File: src/rtl/mem_arb.sv
// mem_arb: byte-serial memory controller arbitrating I-cache line fetches and LSB loads/stores.
// Optional IO back-pressure guard is compiled in when MEM_IO_GUARD_EN is defined.
module mem_arb #(
  parameter int LINE_BYTES = 16,
  parameter int ADDR_W     = 32,
  parameter int LS_STREAK  = 4
) (
  input  logic                    clk,
  input  logic                    rst_n,
  input  logic                    rdy,
  input  logic                    flush,
  input  logic                    if_req,
  input  logic [ADDR_W-1:0]       if_addr,
  output logic                    if_done,
  output logic [8*LINE_BYTES-1:0] if_data,
  input  logic                    ls_req,
  input  logic                    ls_we,
  input  logic [1:0]              ls_size,
  input  logic [ADDR_W-1:0]       ls_addr,
  input  logic [31:0]             ls_wdata,
  output logic                    ls_done,
  output logic [31:0]             ls_rdata,
  input  logic [7:0]              mem_din,
  output logic [7:0]              mem_dout,
  output logic [ADDR_W-1:0]       mem_a,
  output logic                    mem_wr,
  input  logic                    io_buffer_full
);

  localparam int CNT_W  = $clog2(LINE_BYTES) + 1;
  localparam int STK_W  = $clog2(LS_STREAK + 1);
  localparam int LINE_W = 8 * LINE_BYTES;

  typedef enum logic [2:0] {
    IDLE  = 3'd0,
    IF_RD = 3'd1,
    LS_RD = 3'd2,
    LS_WR = 3'd3,
    DONE  = 3'd4
  } state_t;

  state_t            state_r, state_s;
  logic [CNT_W-1:0]  cnt_r, cnt_s;
  logic [CNT_W-1:0]  len_r, len_s;
  logic [ADDR_W-1:0] base_r, base_s;
  logic [31:0]       wdata_r, wdata_s;
  logic              io_r, io_s;
  logic              done_if_r, done_if_s;
  logic [STK_W-1:0]  streak_r, streak_s;
  logic [LINE_W-1:0] buf_r, buf_s;
  logic [LINE_W-1:0] line_r, line_s;
  logic [31:0]       rdata_r, rdata_s;

  logic ls_ok_s;
  logic ls_io_s;
  logic if_first_s;
  logic grant_if_s;
  logic grant_ls_s;

  function automatic logic [CNT_W-1:0] ls_len(input logic [1:0] size);
    case (size)
      2'd0:    ls_len = CNT_W'(1);
      2'd1:    ls_len = CNT_W'(2);
      default: ls_len = CNT_W'(4);
    endcase
  endfunction

  function automatic logic in_io(input logic [ADDR_W-1:0] a);
    in_io = (a[17:16] == 2'b11);
  endfunction

`ifdef MEM_IO_GUARD_EN
  // IO stores wait while the IO FIFO is full; IO loads are commit-time and must not be dropped.
  assign ls_ok_s = ls_req && !(ls_we && in_io(ls_addr) && io_buffer_full);
  assign ls_io_s = in_io(ls_addr);
`else
  logic io_full_unused_s;
  assign ls_ok_s          = ls_req;
  assign ls_io_s          = 1'b0;
  assign io_full_unused_s = io_buffer_full;
`endif

  assign if_first_s = if_req && (streak_r >= STK_W'(LS_STREAK));
  assign grant_if_s = if_req && (if_first_s || !ls_ok_s);
  assign grant_ls_s = ls_ok_s && !grant_if_s;

  // Next-state and datapath update; everything holds while rdy is low.
  always_comb begin
    state_s   = state_r;
    cnt_s     = cnt_r;
    len_s     = len_r;
    base_s    = base_r;
    wdata_s   = wdata_r;
    io_s      = io_r;
    done_if_s = done_if_r;
    streak_s  = streak_r;
    buf_s     = buf_r;
    line_s    = line_r;
    rdata_s   = rdata_r;
    if (!rdy) begin
      state_s = state_r;
    end else begin
      case (state_r)
        IDLE: begin
          if (grant_if_s) begin
            state_s  = IF_RD;
            base_s   = if_addr;
            len_s    = CNT_W'(LINE_BYTES);
            cnt_s    = '0;
            buf_s    = '0;
            io_s     = 1'b0;
            streak_s = '0;
          end else if (grant_ls_s) begin
            state_s  = ls_we ? LS_WR : LS_RD;
            base_s   = ls_addr;
            len_s    = ls_len(ls_size);
            wdata_s  = ls_wdata;
            cnt_s    = '0;
            buf_s    = '0;
            io_s     = ls_io_s;
            streak_s = if_req ? (streak_r + STK_W'(1)) : '0;
          end else begin
            state_s = IDLE;
          end
        end
        IF_RD, LS_RD: begin
          if (flush && !((state_r == LS_RD) && io_r)) begin
            state_s = IDLE;
          end else begin
            // mem_din lags mem_a by one cycle, so count cnt holds byte cnt-1.
            if (cnt_r != '0) begin
              buf_s[{cnt_r - CNT_W'(1), 3'b000} +: 8] = mem_din;
            end else begin
              buf_s = buf_r;
            end
            if (cnt_r == len_r) begin
              state_s   = DONE;
              done_if_s = (state_r == IF_RD);
              if (state_r == IF_RD) begin
                line_s = buf_s;
              end else begin
                rdata_s = buf_s[31:0];
              end
            end else begin
              cnt_s = cnt_r + CNT_W'(1);
            end
          end
        end
        LS_WR: begin
          if (cnt_r == (len_r - CNT_W'(1))) begin
            state_s   = DONE;
            done_if_s = 1'b0;
          end else begin
            cnt_s = cnt_r + CNT_W'(1);
          end
        end
        DONE: begin
          state_s = IDLE;
        end
        default: begin
          state_s = IDLE;
        end
      endcase
    end
  end

  // Memory port drive; quiet in IDLE/DONE so no spurious IO access is issued.
  always_comb begin
    mem_a    = '0;
    mem_wr   = 1'b0;
    mem_dout = 8'h00;
    case (state_r)
      IF_RD, LS_RD: begin
        if (!rdy && (cnt_r != '0)) begin
          mem_a = base_r + ADDR_W'(cnt_r - CNT_W'(1));
        end else if (cnt_r < len_r) begin
          mem_a = base_r + ADDR_W'(cnt_r);
        end else begin
          mem_a = '0;
        end
      end
      LS_WR: begin
        mem_a    = base_r + ADDR_W'(cnt_r);
        mem_wr   = rdy;
        mem_dout = wdata_r[{cnt_r[1:0], 3'b000} +: 8];
      end
      default: begin
        mem_a    = '0;
        mem_wr   = 1'b0;
        mem_dout = 8'h00;
      end
    endcase
  end

  // State, burst and result registers.
  always_ff @(posedge clk or negedge rst_n) begin
    if (!rst_n) begin
      state_r   <= IDLE;
      cnt_r     <= '0;
      len_r     <= '0;
      base_r    <= '0;
      wdata_r   <= 32'h0000_0000;
      io_r      <= 1'b0;
      done_if_r <= 1'b0;
      streak_r  <= '0;
      buf_r     <= '0;
      line_r    <= '0;
      rdata_r   <= 32'h0000_0000;
    end else begin
      state_r   <= state_s;
      cnt_r     <= cnt_s;
      len_r     <= len_s;
      base_r    <= base_s;
      wdata_r   <= wdata_s;
      io_r      <= io_s;
      done_if_r <= done_if_s;
      streak_r  <= streak_s;
      buf_r     <= buf_s;
      line_r    <= line_s;
      rdata_r   <= rdata_s;
    end
  end

  assign if_done  = (state_r == DONE) && done_if_r;
  assign ls_done  = (state_r == DONE) && !done_if_r;
  assign if_data  = line_r;
  assign ls_rdata = rdata_r;

endmodule

File: config.mk
export PLATFORM = sky130hd
export DESIGN_NAME = mem_arb
export DESIGN_NICKNAME = d
export VERILOG_FILES = /design/src/rtl/mem_arb.sv
export SDC_FILE = /design/constraint.sdc
export NUM_CORES = 1
export LEC_CHECK = 0
export CORE_MARGIN = 2
export CORE_UTILIZATION = 30
export CTS_CLUSTER_SIZE = 30
export DETAILED_ROUTE_END_ITERATION = 10
export PLACE_DENSITY = 0.55
export SLEW_MARGIN = 5
export SYNTH_ARGS = -nofsm -noshare
export SYNTH_HDL_FRONTEND = slang
export SYNTH_SLANG_ARGS = --single-unit
File: constraint.sdc
create_clock -name clk -period 6.3 [get_ports clk]
set_input_delay 1.26 -clock clk [delete_from_list [all_inputs] [get_ports clk]]
set_output_delay 1.26 -clock clk [all_outputs]
set_load 0.05 [all_outputs]
==> flow_summary.json <==
{
  "rrSetupSlack_ns": 2.91,
  "clock_latency_ns": 0.60,
  "ios": 317,
  "area_delta_synth_final_pct": 30.1,
  "cp_slowest_cell": "fa_1",
  "dp_hpwl_um": 42000,
  "ys_warn_count": 0,
  "grt_usage_pct": 17.8,
  "cts_tree": "built",
  "cts_root_buf": "clkbuf_16",
  "fill_cells": 6202,
  "synthArstFlopShare_pct": 100,
  "ys_seq_area_share_pct": 48.7,
  "grt_max_degree": 257,
  "ff_latch_area_mm2": 0.00921,
  "dr.pass1.iters": 5,
  "worst_ir_drop_vdd_mv": 0.366,
  "switching_share_pct": 44.4,
  "drc": 0,
  "timing.final.crit_period_ns": 5.95,
  "wl_per_cell_um": 18.8,
  "synth_area_leader_cell": "dfrtp_1",
  "core_area_mm2": 0.0626,
  "synth_nets": 2134,
  "ctsHoldBuffers": 0,
  "ant_nets": 0,
  "grt_first_pass_wirelength_um": 89800,
  "min_from": "if_data[17]$_DFFE_PN0P_",
  "max-slew-margin-rel_pct": 25.8,
  "antenna_found_initial": 3,
  "h-tree-depth": 2,
  "avgSynthCellArea_um2": 9.60,
  "crit_arrival_ns": 4.69,
  "synth_top_area_share_pct": 48.7,
  "report.final.hold_viol_count": 0,
  "ys_seq_elements": 368,
  "drive_above_1_share_pct": 9.01,
  "status": "complete, no violations",
  "synth_ff_type": "dfrtp_1",
  "net-switching-power_mw": 5.17,
  "tightest_slew_ns": 1.10,
  "hold_class": "reg -> reg",
  "slew_viol_final": 0,
  "rr_startpoint": "cnt_r[0]$_DFFE_PN0P_",
  "timing.final.crit_share_pct": 94.5,
  "combPwrFrac_pct": 52.3,
  "gp_congestion": 0.828,
  "wl_um": 58700,
  "p_clk_share_pct": 22.7,
  "fp-row-count": 92,
  "worst-path-buf-inv": 4,
  "crit_type": "reg -> out",
  "final.setup.tns_ns": 0,
  "slowest_delay_ns": 0.47,
  "finalNetCount": 2403,
  "worstSetupStartpointType": "flip-flop",
  "multi_input_area_mm2": 0.00908,
  "worstRegToRegCells": 9,
  "p_leak_nw": 10.6,
  "fin_area_mm2": 0.0246,
  "overflow": 0,
  "clk_pin_slew_ns": 0.06,
  "pwr-share-seq_pct": 25.0,
  "utilization_pct": 39.3,
  "io_buffers": 315,
  "synthCells": 1969,
  "cts_buffer_depth": 3,
  "internal_power_mw": 6.49,
  "grt_setup_unrepaired": "no",
  "grt_pass1_vias": 15467,
  "final_cell_mix": "dfrtp_1 (367), nand2_1 (346), clkdlybuf4s50_1 (286)",
  "cts_sinks": 368,
  "final_common_cell": "dfrtp_1",
  "ys_top_cells_by_area": "dfrtp_1 (49%), nand2_1 (6.9%), o21ai_0 (6.7%)",
  "start_util_pct": 30.2,
  "ys_types": 74,
  "die-area_mm2": 0.0650,
  "die_x_um": 255,
  "path_max_fanout": 10,
  "syn_area_mm2": 0.0189,
  "power_mw": 11.7,
  "path_cells": "clkinvlp_4 -> ha_1 -> buf_4 -> inv_1 -> fa_1 -> a211oi_1 -> o21ai_1 -> a31o_2 -> o211ai_2 -> o21ai_2 -> a2111oi_2 -> o21bai_1 -> xnor2_1 -> o22ai_1 -> buf_12",
  "crit_family": "compound AO/OA/AOI/OAI gates",
  "cts_buffers": 44,
  "max_cap_violations": 0,
  "viasPerCell": 5.05,
  "dpl_cell_area_mm2": 0.0230,
  "hold_path_end": "if_data[17]$_DFFE_PN0P_",
  "antenna_cells": 0,
  "whs_path_depth": 2,
  "drt_iter0_drc": 1009,
  "fmax_mhz": 168,
  "cp-end-kind": "output port",
  "setup_viol": 0,
  "synth_edf_count": 0,
  "r2r_end": "if_data[31]$_DFFE_PN0P_",
  "die_h_um": 255,
  "p_per_area_mw_per_mm2": 474,
  "num_vias": 15764,
  "finClkSkew_ns": 0.0244,
  "required_ns": 5.04
}
[logic make-up after synthesis]
| group | after synthesis | share of synthesized area [%] |
|---|---|---|
| flops | 368 | 48.7 |
| buf+inv | 151 | 3.42 |
| mux | 137 | 8.01 |
| simple gates | 613 | 14.3 |
| fa+ha+maj | 51 | 3.46 |
| compound gates | 577 | 18.6 |
| xor+xnor | 72 | 3.48 |
[cell usage after synthesis, types with 11 or more instances]
library cell,count
dfrtp_1,368
and3_1,20
a21oi_1,102
mux2i_1,96
nand2_1,346
and2_1,16
o2bb2ai_1,25
xor2_1,37
o21ai_1,41
a21o_1,31
nor2_1,104
a22o_1,14
nand4_1,14
nand3_1,36
a32o_1,32
clkbuf_1,78
nand2b_1,11
o21ai_0,253
xnor2_1,33
nor3_1,26
inv_1,30
ha_1,49
o22ai_1,26
buf_2,28
mux2_2,33
[power groups by stage]
stage               sequential (mW)  combinational, mW  clock [mW]
detailed placement             2.95               6.05           0
global route                   2.96               6.64        2.82
floorplan                      2.93               4.15           0
global placement               2.94               5.97           0
finish                         2.91               6.10        2.65
CTS                            2.91               6.08        2.73
[worst max path at each step]
stage | from | endpoint | slack [ns] | cells after the start
after floorplan | cnt_r[1]$_DFFE_PN0P_ | mem_a[29] | 0.52 | 15
after global placement | rdy | mem_a[2] | 0.87 | 5
after CTS | cnt_r[0]$_DFFE_PN0P_ | mem_a[29] | 0.18 | 15
after global routing | cnt_r[0]$_DFFE_PN0P_ | mem_a[15] | 0.05 | 15
final | cnt_r[0]$_DFFE_PN0P_ | mem_a[30] | 0.35 | 15
after detailed placement | rdy | mem_a[2] | 0.86 | 5
[worst min-delay path, stage by stage, from the launching register on]
cell,delay [ns]
dfrtp_1,0.34
nand2_1,0.04
o21ai_0,0.06
[area by class of cell]
type,instances,area share [%]
clock buffers,61,5.10
clock inverters,21,1.09
inverters,32,0.514
multi-input cells,1450,36.9
flip-flops and latches,368,37.5
well taps,846,4.30
repair buffers,342,14.6
[sequential cells by signal, summed over array words and instances, names as in the netlist]
| register | flops |
|---|---|
| buf_r | 128 |
| if_data | 128 |
| base_r | 32 |
| ls_rdata | 32 |
| wdata_r | 32 |
| cnt_r | 5 |
| len_r | 4 |
| state_r | 3 |
| streak_r | 3 |
| done_if_r | 1 |
[metrics by stage]
stage               hold WS (ns)  setup slack, ns  std cells
floorplan                  0.449            0.520       1969
global placement           0.459            0.869       3037
detailed placement         0.466            0.863       3037
CTS                        0.479            0.184       3119
global route               0.502           0.0496       3120
finish                     0.474            0.346       3120
[timing repair]
item                                    4_1_cts  5_1_grt
gates resized for setup                       0        3
endpoints found under the setup margin        0        5
setup buffers                                 0        1
hold endpoints to repair                      0        0
[routing by layer]
metal	track usage (%)	vias to the layer above	share of wire [%]	wire, um
met5	0	-	0.061	36
met2	29.3	453	48	28000
met4	5.41	6	2.5	1460
li1	-	7513	-	-
met1	22.8	7707	43	25000
met3	4.79	85	7.1	4150
No activity file was read; power rests on OpenSTA's default activity.
